**config.mk**
```make
export PLATFORM = sky130hd
export DESIGN_NAME = move_writeback
export DESIGN_NICKNAME = d
export VERILOG_FILES = /design/src/rtl/move_writeback.sv
export SDC_FILE = /design/constraint.sdc
export NUM_CORES = 1
export LEC_CHECK = 0
export ABC_AREA = 1
export CELL_PAD_IN_SITES_DETAIL_PLACEMENT = 1
export CELL_PAD_IN_SITES_GLOBAL_PLACEMENT = 2
export CORE_MARGIN = 10
export CORE_UTILIZATION = 23
export DETAILED_ROUTE_END_ITERATION = 12
export GPL_TIMING_DRIVEN = 0
export PLACE_DENSITY = 0.79
export SLEW_MARGIN = 10
export SYNTH_ARGS = -nofsm -noshare
export SYNTH_HDL_FRONTEND = slang
export SYNTH_SLANG_ARGS = --single-unit
export TNS_END_PERCENT = 10
```
**constraint.sdc**
```tcl
create_clock -name clk -period 2.2 [get_ports clk]
set_input_delay 0.22 -clock clk [delete_from_list [all_inputs] [get_ports clk]]
set_output_delay 0.22 -clock clk [all_outputs]
set_load 0.01 [all_outputs]
```
**src/rtl/move_writeback.sv**
```systemverilog
// move_writeback: serialises move/swap results onto one register-file
// write port, result 0 first, then pulses done.
module move_writeback #(
  parameter int DATA_W    = 32,
  parameter int REG_IDX_W = 3
) (
  input  logic                 clk,
  input  logic                 rst,
  input  logic                 in_valid,
  output logic                 in_ready,
  input  logic                 in_wr0,
  input  logic                 in_wr1,
  input  logic [REG_IDX_W-1:0] in_dst0,
  input  logic [REG_IDX_W-1:0] in_dst1,
  input  logic [DATA_W-1:0]    in_data0,
  input  logic [DATA_W-1:0]    in_data1,
  output logic                 rf_we,
  output logic [REG_IDX_W-1:0] rf_waddr,
  output logic [DATA_W-1:0]    rf_wdata,
  output logic                 done
);

  typedef enum logic [1:0] {
    S_IDLE,
    S_WR0,
    S_WR1,
    S_DONE
  } state_e;

  state_e                 state_q, state_d;
  logic                   wr0_q, wr0_d;
  logic                   wr1_q, wr1_d;
  logic [REG_IDX_W-1:0]   dst0_q, dst0_d;
  logic [REG_IDX_W-1:0]   dst1_q, dst1_d;
  logic [DATA_W-1:0]      data0_q, data0_d;
  logic [DATA_W-1:0]      data1_q, data1_d;

  logic accept;
  logic eff_wr0;

  assign in_ready = (state_q == S_IDLE) && !rst;
  assign accept   = in_valid && in_ready;

  // XCHG of a register with itself commits only result 1
  assign eff_wr0 = in_wr0 && !(in_wr1 && (in_dst0 == in_dst1));

  always_comb begin
    state_d = state_q;
    wr0_d   = wr0_q;
    wr1_d   = wr1_q;
    dst0_d  = dst0_q;
    dst1_d  = dst1_q;
    data0_d = data0_q;
    data1_d = data1_q;
    unique case (state_q)
      S_IDLE: begin
        if (accept) begin
          wr0_d   = eff_wr0;
          wr1_d   = in_wr1;
          dst0_d  = in_dst0;
          dst1_d  = in_dst1;
          data0_d = in_data0;
          data1_d = in_data1;
          if (eff_wr0) begin
            state_d = S_WR0;
          end else if (in_wr1) begin
            state_d = S_WR1;
          end else begin
            state_d = S_DONE;
          end
        end
      end
      S_WR0:   state_d = wr1_q ? S_WR1 : S_DONE;
      S_WR1:   state_d = S_DONE;
      S_DONE:  state_d = S_IDLE;
      default: state_d = S_IDLE;
    endcase
  end

  always_comb begin
    rf_we    = 1'b0;
    rf_waddr = '0;
    rf_wdata = '0;
    done     = 1'b0;
    unique case (state_q)
      S_WR0: begin
        rf_we    = wr0_q;
        rf_waddr = dst0_q;
        rf_wdata = data0_q;
      end
      S_WR1: begin
        rf_we    = wr1_q;
        rf_waddr = dst1_q;
        rf_wdata = data1_q;
      end
      S_DONE:  done = 1'b1;
      default: ;
    endcase
  end

  always_ff @(posedge clk or posedge rst) begin
    if (rst) begin
      state_q <= S_IDLE;
      wr0_q   <= 1'b0;
      wr1_q   <= 1'b0;
      dst0_q  <= '0;
      dst1_q  <= '0;
      data0_q <= '0;
      data1_q <= '0;
    end else begin
      state_q <= state_d;
      wr0_q   <= wr0_d;
      wr1_q   <= wr1_d;
      dst0_q  <= dst0_d;
      dst1_q  <= dst1_d;
      data0_q <= data0_d;
      data1_q <= data1_d;
    end
  end

endmodule

```
==> impl_metrics.py <==
metrics = {
    "routing": {
        "vias": 3370,
        "postRouteAntennaNets": 0,
        "first_iter_violations": 109,
        "routedWlPerCell_um": 16.1,
        "via_per_inst": 4.35,
        "routed_wl_mm": 12.5,
        "firstDrtPassIters": 4,
        "drc": 0,
    },
    "cells_and_area": {
        "fin_area_mm2": 0.00512,
        "diodes": 0,
        "nNetsFinal": 666,
        "fin_util": 0.350,
        "layout-drive-gt1-share": 0.107,
        "syn_to_final_growth_pct": 47.6,
        "final_cells": 774,
    },
    "logic_synthesis": {
        "syn_nets": 542,
        "synth_top_area_frac": 0.534,
        "synthTopCellsByArea": "dfrtp_1 (53%), nand2_1 (31%), a21oi_1 (5.5%)",
        "ys_warn_count": 0,
        "synthesis.instances": 462,
        "synth_area_mm2": 0.00347,
        "yosysUniqueCellTypes": 17,
        "ys_seq_elements": 74,
        "synth_top_area_cell": "dfrtp_1",
        "syn-mean-instance-area_um2": 7.51,
        "seq_area_frac_synth": 0.534,
    },
    "cts": {
        "cts_buffer_depth": 2,
        "h-tree-depth": 3,
        "cts_tree": "built",
        "clockRootBuffer": "clkbuf_16",
        "clkLatencyLatePin_ps": 340,
        "cts_sinks": 74,
        "clk_pin_slew_ps": 60,
        "numCtsBuffers": 9,
    },
    "pwr": {
        "power.switching_mw": 2.62,
        "powerDensity_mw_per_mm2": 1310,
        "p_comb_frac": 0.435,
        "power_frac_seq": 0.351,
        "total_leakage_power_nw": 2.54,
        "switching_share": 0.392,
        "vdd_drop_max_uv": 415,
        "intPower_mw": 4.07,
        "clockPowerShare": 0.214,
    },
    "global_routing": {
        "antenna_found_initial": 0,
        "grt_pass1_wl_mm": 20.2,
        "grt.total_usage": 0.127,
        "grt_pass1_vias": 3856,
        "overflow": 0,
        "grt_max_degree": 43,
    },
    "floorplan": {
        "fp.dieArea_mm2": 0.0204,
        "ioPinCount": 113,
        "fp.dieW_um": 143,
        "rows": 44,
        "core_area_mm2": 0.0146,
        "initial_core_util": 0.237,
        "die_h_um": 143,
    },
    "place": {
        "portBuffers": 112,
        "post-dp-hpwl_mm": 9.35,
        "place_ws_ps": -152,
        "dpl-instance-area_mm2": 0.00485,
        "gp_congestion": 0.745,
        "placed_cells": 759,
    },
    "worst_setup_path": {
        "reg2reg_from": "state_q[0]",
        "startpoint": "state_q[0]",
        "worst_ep_arrival_time_ps": 1920,
        "crit_fanout": 10,
        "r2r_slack_ps": 440,
        "cp-start-kind": "flop",
        "critPathKind": "reg -> out",
        "cp-end-kind": "output port",
        "cp.required_ps": 1980,
    },
    "run_status": {
        "status": "finished, final reports clean",
    },
    "timing": {
        "worst_pin_slew_ps": 567,
        "hold_viol": 0,
        "max_freq_ghz": 0.468,
        "maxSlewHeadroom": 0.622,
        "layout_setup_ws_ps": 64.3,
        "rsz0062_at_grt": "no",
        "finalCriticalPeriod_ps": 2140,
        "fin_crit_sh": 0.971,
        "slew_viol_final": 0,
        "setup_viol": 0,
        "skew_ps": 3.99,
        "setup-tns-final_ps": 0,
    },
    "worst_hold_path": {
        "hold_path_class": "in -> async",
    },
    "flow_run": {
        "drv_cap": 0,
    },
}
## critical path, stage by stage (launching register included)
cell and delay (ps):
dfrtp_1 410, inv_1 100, ha_1 330, inv_4 80, buf_4 190, a21oi_1 170, dlygate4sd2_1 310
## power by group through the flow
| stage | Sequential [mW] | Combinational (mW) | Clock [mW] |
|---|---|---|---|
| 5_1_grt | 2.43 | 3.33 | 1.53 |
| 6_report | 2.35 | 2.91 | 1.43 |
| 2_1_floorplan | 2.27 | 1.66 | 0 |
| 4_1_cts | 2.35 | 2.99 | 1.48 |
| 3_3_place_gp | 2.34 | 2.95 | 0 |
| 3_5_place_dp | 2.37 | 3.03 | 0 |
## worst paths after layout
kind,end,cells past startpoint
max reg2reg,data1_q[3],8
min reg2reg,data1_q[26],2
max in group asynchronous,data1_q[12],3
max,rf_wdata[9],6
min,wr1_q,2
min in group clk,data1_q[4],3
## cells in the mapped netlist (all sizes together)
| master | n |
|---|---|
| nand2 | 290 |
| dfrtp | 74 |
| a21oi | 38 |
| buf | 22 |
| inv | 12 |
| nor2 | 8 |
| o21ai | 7 |
| ha | 5 |
| clkbuf | 4 |
| nand3 | 1 |
| nor3 | 1 |
## cells by family (layout without fill, tap and decap cells)
group / Yosys count / count (layout) / synth area share
DFF: 74 / 74 / 0.534
and+or+nand+nor: 300 / 300 / 0.328
buffers and inverters: 38 / 166 / 0.0555
adders and majority gates: 5 / 5 / 0.0180
AOI/OAI and AO/OA: 45 / 45 / 0.0649
## cell usage in the layout (no fill, tap or decap)
| cell type | n |
|---|---|
| nand2_1 | 289 |
| dlygate4sd2_1 | 5 |
| nand3_1 | 1 |
| clkinv_2 | 2 |
| buf_2 | 5 |
| a21oi_1 | 37 |
| buf_4 | 6 |
| ha_1 | 5 |
| clkdlybuf4s15_2 | 1 |
| buf_16 | 1 |
| inv_2 | 2 |
| a21oi_2 | 1 |
| o21ai_0 | 7 |
| nor3_1 | 1 |
| dfrtp_1 | 74 |
| inv_1 | 8 |
| clkdlybuf4s50_1 | 76 |
| clkdlybuf4s15_1 | 12 |
| clkbuf_1 | 4 |
| clkbuf_8 | 4 |
| nor2_4 | 1 |
| inv_4 | 2 |
| nor2_1 | 7 |
| clkbuf_16 | 9 |
| buf_6 | 11 |
| dlymetal6s2s_1 | 1 |
| nand2_2 | 1 |
| clkbuf_2 | 17 |
## routing by layer
layer | up-vias | GRT usage | routed length [um]
met5 | - | 0 | 0
met2 | 78 | 0.220 | 6100
met3 | 8 | 0.0498 | 878
met4 | 0 | 0.0309 | 112
met1 | 1628 | 0.143 | 5370
li1 | 1656 | - | -
## through the flow
step / hold slack [ps] / power, mW
6_report: 342 / 6.69
5_1_grt: 387 / 7.29
4_1_cts: 352 / 6.82
3_5_place_dp: 465 / 5.39
3_3_place_gp: 463 / 5.28
2_1_floorplan: 330 / 3.93
## sequential cells by signal, summed over array words and instances (netlist names)
register  flops
data0_q      32
data1_q      32
dst0_q        3
dst1_q        3
state_q       2
wr0_q         1
wr1_q         1
## layout make-up
| cell class | count | area (um2) |
|---|---|---|
| clock buffers | 13 | 280 |
| well taps | 184 | 230 |
| clock inverters | 2 | 10.0 |
| multi-input cells | 350 | 1430 |
| flip-flops and latches | 74 | 1850 |
| inverters | 12 | 50.0 |
| plain buffers | 26 | 209 |
| fillers | 1776 | 9520 |
| repair buffers | 113 | 1060 |
## timing repair
action / CTS / global route
hold buffers: 0 / 0
endpoints found under the setup margin: 36 / 36
setup buffers: 0 / 0
resized for setup: 58 / 50
No activity file was read; power rests on OpenSTA's default activity.
